[src/rtl/series_accum_pkg.sv]
// series_accum_pkg
//   Shared types for the multi-channel series accumulator.
//   mode_e   : per-series reduction mode, latched on the first beat.
//   ch_bits(): channel tag width, never narrower than one bit.
package series_accum_pkg;

  typedef enum logic [1:0] {
    MODE_SUM  = 2'd0,
    MODE_MIN  = 2'd1,
    MODE_MAX  = 2'd2,
    MODE_RSVD = 2'd3
  } mode_e;

  function automatic int ch_bits(input int n);
    return (n > 1) ? $clog2(n) : 1;
  endfunction

endpackage

[src/rtl/series_accum_lane.sv]
// series_accum_lane
//   One channel of the series accumulator: holds busy/mode/acc/cnt/ovf and
//   computes the next state for a beat steered to this channel.
// Ports:
//   clk, rst_n     clock, async active-low reset
//   beat_i         accepted beat addressed to this channel (one-hot from top)
//   first_i/last_i series framing of the beat
//   mode_i         reduction mode (used only on first beats)
//   data_i         sample
//   busy_o         series open on this channel
//   res_vld_o      beat closes a series; res_* carry the final result
//   res_acc_o/res_cnt_o/res_ovf_o  updated state (result when res_vld_o)
//   err_o          beat is a protocol error on this channel
module series_accum_lane
  import series_accum_pkg::*;
#(
  parameter int NOF_BITS = 32,
  parameter int CNT_BITS = 8
) (
  input  logic                clk,
  input  logic                rst_n,
  input  logic                beat_i,
  input  logic                first_i,
  input  logic                last_i,
  input  mode_e               mode_i,
  input  logic [NOF_BITS-1:0] data_i,
  output logic                busy_o,
  output logic                res_vld_o,
  output logic [NOF_BITS:0]   res_acc_o,
  output logic [CNT_BITS-1:0] res_cnt_o,
  output logic                res_ovf_o,
  output logic                err_o
);

  typedef struct packed {
    logic                busy;
    mode_e               mode;
    logic [NOF_BITS:0]   acc;
    logic [CNT_BITS-1:0] cnt;
    logic                ovf;
  } ch_state_t;

  ch_state_t             st_q, st_d;
  logic [NOF_BITS:0]     data_x;
  logic [NOF_BITS+1:0]   sum;

  always_comb begin
    data_x    = {1'b0, data_i};
    // One extra bit above acc catches the carry out of bit NOF_BITS.
    sum       = {1'b0, st_q.acc} + {2'b00, data_i};
    st_d      = st_q;
    res_vld_o = 1'b0;
    err_o     = 1'b0;
    if (beat_i) begin
      if (first_i) begin
        // A first beat always (re)starts the series; an open one is dropped.
        st_d.busy = !last_i;
        st_d.mode = (mode_i == MODE_RSVD) ? MODE_SUM : mode_i;
        st_d.acc  = data_x;
        st_d.cnt  = CNT_BITS'(1);
        st_d.ovf  = 1'b0;
        res_vld_o = last_i;
        err_o     = st_q.busy || (mode_i == MODE_RSVD);
      end else if (st_q.busy) begin
        case (st_q.mode)
          MODE_MIN: if (data_x < st_q.acc) st_d.acc = data_x;
          MODE_MAX: if (data_x > st_q.acc) st_d.acc = data_x;
          default: begin
            if (sum[NOF_BITS+1]) begin
              st_d.acc = '1;
              st_d.ovf = 1'b1;
            end else begin
              st_d.acc = sum[NOF_BITS:0];
            end
          end
        endcase
        // Count saturates; a beat beyond all-ones flags overflow.
        if (&st_q.cnt) st_d.ovf = 1'b1;
        else           st_d.cnt = st_q.cnt + CNT_BITS'(1);
        st_d.busy = !last_i;
        res_vld_o = last_i;
      end else begin
        err_o = 1'b1;
      end
    end
  end

  always_ff @(posedge clk or negedge rst_n) begin
    if (!rst_n) st_q <= '0;
    else        st_q <= st_d;
  end

  assign busy_o    = st_q.busy;
  assign res_acc_o = st_d.acc;
  assign res_cnt_o = st_d.cnt;
  assign res_ovf_o = st_d.ovf;

endmodule

[src/rtl/series_accum_mc.sv]
// series_accum_mc
//   Multi-channel streaming series reducer (SUM/MIN/MAX) with a single
//   registered valid/ready result port.
// Ports:
//   clk, rst_n                   clock, async active-low reset
//   in_valid_i/in_ready_o        input beat handshake
//   in_ch_i                      channel tag
//   in_first_i/in_last_i         series framing
//   in_mode_i                    reduction mode (first beat only)
//   in_data_i                    sample
//   out_valid_o/out_ready_i      result handshake
//   out_ch_o/out_data_o/out_count_o/out_ovf_o  result fields
//   busy_o                       per-channel series-open flags
//   err_o                        one-cycle protocol error pulse
module series_accum_mc
  import series_accum_pkg::*;
#(
  parameter  int NOF_BITS = 32,
  parameter  int NOF_CH   = 4,
  parameter  int CNT_BITS = 8,
  localparam int CH_BITS  = ch_bits(NOF_CH)
) (
  input  logic                clk,
  input  logic                rst_n,
  input  logic                in_valid_i,
  output logic                in_ready_o,
  input  logic [CH_BITS-1:0]  in_ch_i,
  input  logic                in_first_i,
  input  logic                in_last_i,
  input  logic [1:0]          in_mode_i,
  input  logic [NOF_BITS-1:0] in_data_i,
  output logic                out_valid_o,
  input  logic                out_ready_i,
  output logic [CH_BITS-1:0]  out_ch_o,
  output logic [NOF_BITS:0]   out_data_o,
  output logic [CNT_BITS-1:0] out_count_o,
  output logic                out_ovf_o,
  output logic [NOF_CH-1:0]   busy_o,
  output logic                err_o
);

  logic                              accept, ch_oob;
  logic [NOF_CH-1:0]                 beat_en, lane_vld, lane_err, lane_ovf;
  logic [NOF_CH-1:0][NOF_BITS:0]     lane_acc;
  logic [NOF_CH-1:0][CNT_BITS-1:0]   lane_cnt;

  logic                res_vld, res_ovf;
  logic [NOF_BITS:0]   res_acc;
  logic [CNT_BITS-1:0] res_cnt;

  logic                out_valid_q;
  logic [CH_BITS-1:0]  out_ch_q;
  logic [NOF_BITS:0]   out_data_q;
  logic [CNT_BITS-1:0] out_count_q;
  logic                out_ovf_q;
  logic                err_q, err_d;

  // Single output register: a new result may load in the same cycle the
  // old one is taken, so there is no bubble between results.
  assign in_ready_o = !out_valid_q || out_ready_i;
  assign accept     = in_valid_i && in_ready_o;
  assign ch_oob     = (int'(in_ch_i) >= NOF_CH);

  always_comb begin
    beat_en = '0;
    if (accept && !ch_oob)
      for (int i = 0; i < NOF_CH; i++) beat_en[i] = (int'(in_ch_i) == i);
  end

  for (genvar g = 0; g < NOF_CH; g++) begin : g_lane
    series_accum_lane #(
      .NOF_BITS (NOF_BITS),
      .CNT_BITS (CNT_BITS)
    ) u_lane (
      .clk       (clk),
      .rst_n     (rst_n),
      .beat_i    (beat_en[g]),
      .first_i   (in_first_i),
      .last_i    (in_last_i),
      .mode_i    (mode_e'(in_mode_i)),
      .data_i    (in_data_i),
      .busy_o    (busy_o[g]),
      .res_vld_o (lane_vld[g]),
      .res_acc_o (lane_acc[g]),
      .res_cnt_o (lane_cnt[g]),
      .res_ovf_o (lane_ovf[g]),
      .err_o     (lane_err[g])
    );
  end

  // beat_en is one-hot or zero, so this priority mux is a plain select.
  always_comb begin
    res_vld = 1'b0;
    res_acc = '0;
    res_cnt = '0;
    res_ovf = 1'b0;
    for (int i = 0; i < NOF_CH; i++) begin
      if (beat_en[i]) begin
        res_vld = lane_vld[i];
        res_acc = lane_acc[i];
        res_cnt = lane_cnt[i];
        res_ovf = lane_ovf[i];
      end
    end
  end

  assign err_d = accept && (ch_oob || (|lane_err));

  always_ff @(posedge clk or negedge rst_n) begin
    if (!rst_n) begin
      out_valid_q <= 1'b0;
      out_ch_q    <= '0;
      out_data_q  <= '0;
      out_count_q <= '0;
      out_ovf_q   <= 1'b0;
      err_q       <= 1'b0;
    end else begin
      err_q <= err_d;
      if (res_vld) begin
        out_valid_q <= 1'b1;
        out_ch_q    <= in_ch_i;
        out_data_q  <= res_acc;
        out_count_q <= res_cnt;
        out_ovf_q   <= res_ovf;
      end else if (out_ready_i) begin
        out_valid_q <= 1'b0;
      end
    end
  end

  assign out_valid_o = out_valid_q;
  assign out_ch_o    = out_ch_q;
  assign out_data_o  = out_data_q;
  assign out_count_o = out_count_q;
  assign out_ovf_o   = out_ovf_q;
  assign err_o       = err_q;

endmodule

[config.mk]
export PLATFORM = sky130hd
export DESIGN_NAME = series_accum_mc
export DESIGN_NICKNAME = d
export VERILOG_FILES = /design/src/rtl/series_accum_pkg.sv /design/src/rtl/series_accum_lane.sv /design/src/rtl/series_accum_mc.sv
export SDC_FILE = /design/constraint.sdc
export NUM_CORES = 1
export LEC_CHECK = 0
export CAP_MARGIN = 15
export CORE_ASPECT_RATIO = 1.5
export CORE_MARGIN = 1.5
export CORE_UTILIZATION = 55
export DETAILED_ROUTE_END_ITERATION = 8
export DONT_BUFFER_PORTS = 1
export PLACE_DENSITY = 0.7
export RECOVER_POWER = 100
export SETUP_SLACK_MARGIN = 0.2
export SYNTH_ARGS = -nofsm -noshare
export SYNTH_HDL_FRONTEND = slang
export SYNTH_SLANG_ARGS = --single-unit
export TNS_END_PERCENT = 100
[constraint.sdc]
create_clock -name clk -period 7.04 [get_ports clk]
set_input_delay 0.352 -clock clk [delete_from_list [all_inputs] [get_ports clk]]
set_output_delay 0.352 -clock clk [all_outputs]
set_load 0.05 [all_outputs]
# Yosys cells after proc, flatten, opt, wreduce, memory -nomap -nowiden

Index checks and enable logic that the tools add are counted.

Add/sub/neg operators: 8
Multiply operators: 0
Div/mod/pow operators: 0
$lt $le $gt $ge: 8
Equality and inequality tests: 12
Shift-type cells: 0
Mux-type cells: 92
Bitwise operators: 0
Reduce and logical (&&, ||, !) cells: 24

Operators with widths:

| kind                  | count |
|---|---|
| $mux W33              | 16 |
| $mux W42              | 12 |
| $pmux W33 S2          | 4 |
| $add A33 B32 Y34      | 4 |
| $gt A32 B33 Y1        | 4 |
| $lt A32 B33 Y1        | 4 |
| $mux W8               | 8 |
| $mux W1               | 50 |
| $add A8 B1 Y8 const B | 4 |
| $reduce_and A8 Y1     | 4 |
| $eq A2 B2 Y1 const B  | 7 |
| $eq A2 B1 Y1 const B  | 5 |
| $reduce_and A2 Y1     | 4 |
| $reduce_or A2 Y1      | 4 |
| $logic_or A1 B1 Y1    | 5 |
| $mux W4               | 1 |
| $reduce_or A4 Y1      | 1 |
| $logic_and A1 B1 Y1   | 2 |
| $logic_not A1 Y1      | 2 |
| $logic_not A2 Y1      | 1 |
| $mux W2               | 1 |
| $reduce_bool A2 Y1    | 1 |

Register bits: 226
Latch bits: 0
Memory bits (writable): 0
Memory bits (read-only): 0
Input port bits: 42
Output and inout port bits: 51
Logic and storage cells: 170
Memories: 0

# Longest topological paths before layout

Depth in word-level cells: 11
Mapped depth: 17

# Modules after synthesis

A second synthesis with hierarchy kept.

Cell total of the unflattened synthesis: 3,271
Area total of the unflattened synthesis: 27,033.4 um2

By module, submodules not included:

| module                               | instances | cells each | area an instance (um2) | seq. area each (um2) |
|---|---|---|---|---|
| series_accum_lane (g_lane[2].u_lane) | 1         | 818        | 6,406.1                | 1,126.1 |
| series_accum_lane (g_lane[1].u_lane) | 1         | 767        | 5,926.9                | 1,126.1 |
| series_accum_lane (g_lane[0].u_lane) | 1         | 767        | 5,914.4                | 1,126.1 |
| series_accum_lane (g_lane[3].u_lane) | 1         | 756        | 5,896.9                | 1,126.1 |
| series_accum_mc                      | 1         | 163        | 2,889.0                | 1,151.1 |

# Least setup slack after synthesis

Ideal clock, no wire load.

Path type: input to register
Start point: input port in_data_i[1]
End point: register out_data_q[24], in the netlist out_data_o[24]
Setup time: 0.126 ns
Arrival: 3.933 ns
Path slack: 2.981 ns
Stages on the path: 14
Path buffers: 1
Cells stage by stage: clkbuf_1 > inv_1 > fa_1 > o21ba_2 > or4_1 > a2111oi_0 > nor3_1 > o31ai_2 > a21oi_1 > o31ai_1 > xnor2_1 > a2111o_1 > o21ai_0 > o32a_1

Word-level cells in the longest chain between the ends: 10
Elaborated cells on any way between the ends: 44

RTL lines:

| element                                  | line                                                                      | source |
|---|---|---|
| start, declared                          | series_accum_mc.sv:31                                                     | `input logic [NOF_BITS-1:0] in_data_i,` |
| $add A33 B32 Y34 (tied with other cells) | series_accum_lane.sv:50                                                   | `sum = {1'b0, st_q.acc} + {2'b00, data_i};` |
| $mux W33, on equally long branches       | series_accum_lane.sv:69, series_accum_lane.sv:66, series_accum_lane.sv:67 |  |
| $pmux W33 S2                             | series_accum_lane.sv:65                                                   | `case (st_q.mode)` |
| $mux W42                                 | series_accum_lane.sv:64                                                   | `end else if (st_q.busy) begin` |
| $mux W42                                 | series_accum_lane.sv:55                                                   | `if (first_i) begin` |
| $mux W42                                 | series_accum_lane.sv:54                                                   | `if (beat_i) begin` |
| $mux W33 (3 in series)                   | series_accum_mc.sv:98                                                     | `if (beat_en[i]) begin` |
| $mux W33 *                               | series_accum_mc.sv:98                                                     |  |
| end signal, assigned                     | series_accum_mc.sv:122                                                    | `out_data_q <= res_acc;` |
| end, declared                            | series_accum_mc.sv:53                                                     | `logic [NOF_BITS:0] out_data_q;` |

Mark *: on every way between the ends. The rest lies on a longest branch, timed or not.
A chain may end at the register's enable or synchronous reset.

# Worst setup path in the final report

Start point: register g_lane[1].u_lane.st_q[39] (netlist name)
End point: register out_data_q[26], in the netlist out_data_o[26]

Word-level cells in the longest chain between the ends: 9
Elaborated cells on any way between the ends: 13

RTL lines:

| element                                  | line                                                                      | source |
|---|---|---|
| start, declared                          | series_accum_lane.sv:43                                                   | `ch_state_t st_q, st_d;` |
| start signal, assigned                   | series_accum_lane.sv:90                                                   | `else st_q <= st_d;` |
| $add A33 B32 Y34 (tied with other cells) | series_accum_lane.sv:50                                                   |  |
| $mux W33, on equally long branches       | series_accum_lane.sv:69, series_accum_lane.sv:66, series_accum_lane.sv:67 |  |
| $pmux W33 S2 *                           | series_accum_lane.sv:65                                                   |  |
| $mux W42 *                               | series_accum_lane.sv:64                                                   |  |
| $mux W42 *                               | series_accum_lane.sv:55                                                   |  |
| $mux W42 *                               | series_accum_lane.sv:54                                                   |  |
| $mux W33 * (3 in series)                 | series_accum_mc.sv:98                                                     |  |

Marked as above.

==> impl_results.md <==
* Gpl congestion at 1.02
* Die footprint at 50500 sq um
* Fillers at 4620
* Clock transition at the registers of the reported paths at ~0.06 ns
* Static leakage at 12.5 nW
* Slew margin rel. at -0.612
* Crit path cell chain: inv_1, ha_1, inv_1, or4_1, nor4_1, and2_0, a211oi_4, or2_0, a2111oi_0, a311oi_1, o311ai_0, o211ai_1, o32a_1
* Post-synthesis instance area at approximately 27000 sq um
* Total via count in the routed design at about 29000
* H-Tree Depth at 1
* Drt first pass iters at 8
* Overall die height at 274 microns
* Yosys warning total at 0
* Maximum count of clock buffers along a single path at 3
* Placeable core region at ~49000 sq um
* TNS Setup at 0 ns
* Startpoint kind of the worst setup timing path: register
* GR Util All Layers at 0.461
* Synth cell types at 92
* Cells after Synth at 3566
* Status: finished with violations
* Number of antenna violations at the first check in global routing at 2
* Layout area overhead at 4.72%
* Net Count, Synth at 3880
* Synth async-reset ratio at 1.00
* Post-CTS setup buffer count at 0
* Cell type contributing the most total cell area after synthesis: dfrtp_1
* Non-filler cells in the finished layout at 4087
* Arrival @ worst endpoint at 6.53 ns
* Effective utilization at floorplan at 0.556
* Number of register bits inferred by synthesis at 226
* Part of the Yosys area used for sequential elements at 0.209
* Antenna violation net count after detailed routing at 0
* Top post-synthesis cells by area: dfrtp_1 21%, ha_1 12%, a21oi_1 5.7%
* Unrepaired setup endpoints after global routing: no
* Type of the worst setup path: register to register
* Path type of the worst min-delay path: input port to register
* Power per Cell Area at 397 nW/um^2
* Net count, final at about 3700
* Final worst path period need at 6.07 ns
* Critical Path RT at about 7.5 ns
* Later-pin clock latency in the skew report at 0.59 ns
* Setup Skew at 0.0225 ns
* Placement row count at 99
* Fraction of power consumed by the clock network at 0.146
* Pin count of the biggest net entering global routing at 227
* Number of violations of the max-capacitance limit at 12
* Slowest Stage Delay on Critical Path at 1.12 ns
* Clock tree root buffer cell: clkbuf_16
* Largest fanout on the critical path at 18
* Fin. max-slew vios at 317
* Fraction of layout cells with a size suffix above 1 at 0.0624
* Finished Core Util at 0.583
* Portion of total power attributed to sequential cells at 0.225
* Failing checks: capacitance limit, slew limit
* CTS tree: yes
* Most common library cells after synthesis: 310 x a21oi_1, 296 x o21ai_0, 286 x nand2_1
* Area share of the leading cell type in the synthesized netlist at 0.209
* Vias per inst at 7.09
* Most frequent CP cell: inv_1
* Hold slack at roughly 0.021 ns
* Setup violators final at 0
* Overflow left after global routing at 0
* Combinational fraction of design power at 0.628
* Leading cell type by number of instances after synthesis: a21oi_1
* Post-route DRC at 0
* Library cell contributing the largest single delay on the critical path: o311ai_0
* Max Clock Freq at 0.165 GHz
* Cell-internal power at 5.38 mW
* Crit. End Element: register
* Wire length of the first global-routing pass at 175 mm
* Post-layout worst setup margin at roughly 0.97 ns
* Final wirelength at 118 mm
* Switching share of power at 0.521
* Clock Sinks at 226
* Hold buffer count at CTS at 6
* Cts repair resizes at 0
* Worst-Margin Slew at 2.42 ns
* Count of flip-flops with a built-in enable after synthesis at 0
* X dimension of the die at 184 microns
* Post-Synthesis Mean Instance Area at 7.57 sq um
* Wirelength per Cell at 28.9 microns
* Number of placed cells counting well taps at 4030
* VDD IR max at 0.243 mV
* Half-perimeter wire length after detailed placement at 85.1 mm
* P_sw at 5.86 mW
* Dominant register cell in the synthesized netlist: dfrtp_1
* CTS buffer count at 27
* Quantity of I/O buffers inserted on ports at 0
* Place WS at 2.01 ns
* Via count of the first global-routing pass at 28200
* Part of the cycle the worst path needs at 0.862
* Ports at between 90 and 100
* DRT iter0 DRCs at about 3300
* Number of endpoints with negative hold slack in the final report at 0
-- path summary, 6_finish.rpt --
check / start / endpoint / slack (ns) / cells after the start
max: g_lane[1].u_lane.st_q[39]$_DFF_PN0_ / out_data_o[26]$_DFFE_PN0P_ / 0.97 / 13
min: in_first_i / g_lane[0].u_lane.busy_o$_DFFE_PN0P_ / 0.02 / 2
max reg2reg: g_lane[1].u_lane.st_q[39]$_DFF_PN0_ / out_data_o[26]$_DFFE_PN0P_ / 0.97 / 13
min reg2reg: g_lane[2].u_lane.st_q[0]$_DFF_PN0_ / g_lane[2].u_lane.st_q[0]$_DFF_PN0_ / 0.51 / 2
max in group asynchronous: rst_n / g_lane[0].u_lane.st_q[15]$_DFF_PN0_ / 5.31 / 2
min in group asynchronous: rst_n / g_lane[1].u_lane.st_q[19]$_DFF_PN0_ / 0.50 / 2
-- power groups by stage --
| stage | registers (mW) | logic [mW] | clock network (mW) |
|---|---|---|---|
| 6_report | 2.53 | 7.06 | 1.65 |
| 3_3_place_gp | 2.50 | 6.68 | 0 |
| 5_1_grt | 2.59 | 7.61 | 1.69 |
| 4_1_cts | 2.50 | 6.86 | 1.65 |
| 3_5_place_dp | 2.53 | 6.78 | 0 |
| 2_1_floorplan | 2.33 | 5.19 | 0 |
-- registers in the layout, indices dropped and copies added (netlist names) --
register / count
g_lane.u_lane.st_q: 176
out_data_o: 33
out_count_o: 8
g_lane.u_lane.busy_o: 4
out_ch_o: 2
err_o: 1
out_ovf_o: 1
out_valid_o: 1
-- metal layers --
layer	vias to the layer above	track usage	routed length, microns
li1	12800	-	-
met1	13800	0.487	39300
met2	1781	0.728	52600
met3	637	0.101	11000
met4	0	0.503	15100
met5	-	0	0
-- final cells by class --
type	instances	area [sq um]	area share
Multi-Input combinational cell	2811	19300	0.683
Timing Repair Buffer	58	415	0.0147
Clock buffer	34	722	0.0255
Inverter	286	1070	0.0380
Antenna cell	1	2.50	0.0000885
Sequential cell	226	5660	0.200
Clock inverter	15	265	0.00938
Tap cell	656	821	0.0290
-- cells in the final DEF (no fill, tap or decap), types with 11 or more instances in the layout --
cell type	Yosys	routed
nand2b_1	53	53
o21bai_1	29	29
a31oi_1	54	54
or3_1	16	16
dfrtp_1	226	226
o221ai_1	22	22
o211ai_1	37	37
clkbuf_16	0	27
a21boi_0	13	13
nand2_1	286	285
mux2_2	96	96
xnor2_1	89	89
a211oi_1	52	52
inv_1	283	284
o21ai_0	296	296
a221oi_1	90	91
buf_4	7	37
nor2_1	279	273
nor3_1	84	84
nand3_1	55	55
a211o_1	13	13
o22ai_1	55	55
nand4_1	28	28
a41oi_1	21	21
nor2b_1	26	25
and3_1	19	19
nor4_1	29	30
and2_1	24	23
clkbuf_1	198	19
a22oi_1	41	41
o31ai_1	27	27
a2111oi_0	13	12
or4_1	14	15
mux2i_1	69	69
o311ai_0	10	11
xor2_1	24	24
ha_1	268	268
a21o_1	103	103
a21oi_1	310	310
-- cells by family (layout without fill, tap and decap cells) --
| logic type | count (synthesis) | count (layout) | synth area share |
|---|---|---|---|
| buf+inv | 529 | 393 | 0.0754 |
| compound gates | 1312 | 1312 | 0.321 |
| simple gates | 948 | 948 | 0.164 |
| other cells | 0 | 1 | 0 |
| xor+xnor | 113 | 113 | 0.0366 |
| fa+ha+maj | 272 | 272 | 0.127 |
| flops | 226 | 226 | 0.209 |
| mux | 166 | 166 | 0.0661 |
-- critical path: cells and delay by family (launching register included) --
family / cells / cell delay (ns)
AO/OA/AOI/OAI: 6 / 2.65
adder cells (fa/ha/maj): 1 / 0.40
flip-flops: 1 / 0.41
AND/OR/NAND/NOR: 4 / 2.27
buffers and inverters: 2 / 0.20
-- metrics by stage --
| stage | area [sq um] | power, mW |
|---|---|---|
| after global routing | 28300 | 11.9 |
| after CTS | 28400 | 11.0 |
| after floorplan | 27000 | 7.51 |
| after detailed placement | 27300 | 9.31 |
| final | 28300 | 11.2 |
| after global placement | 27300 | 9.17 |
(Power assumes the default switching activity.)
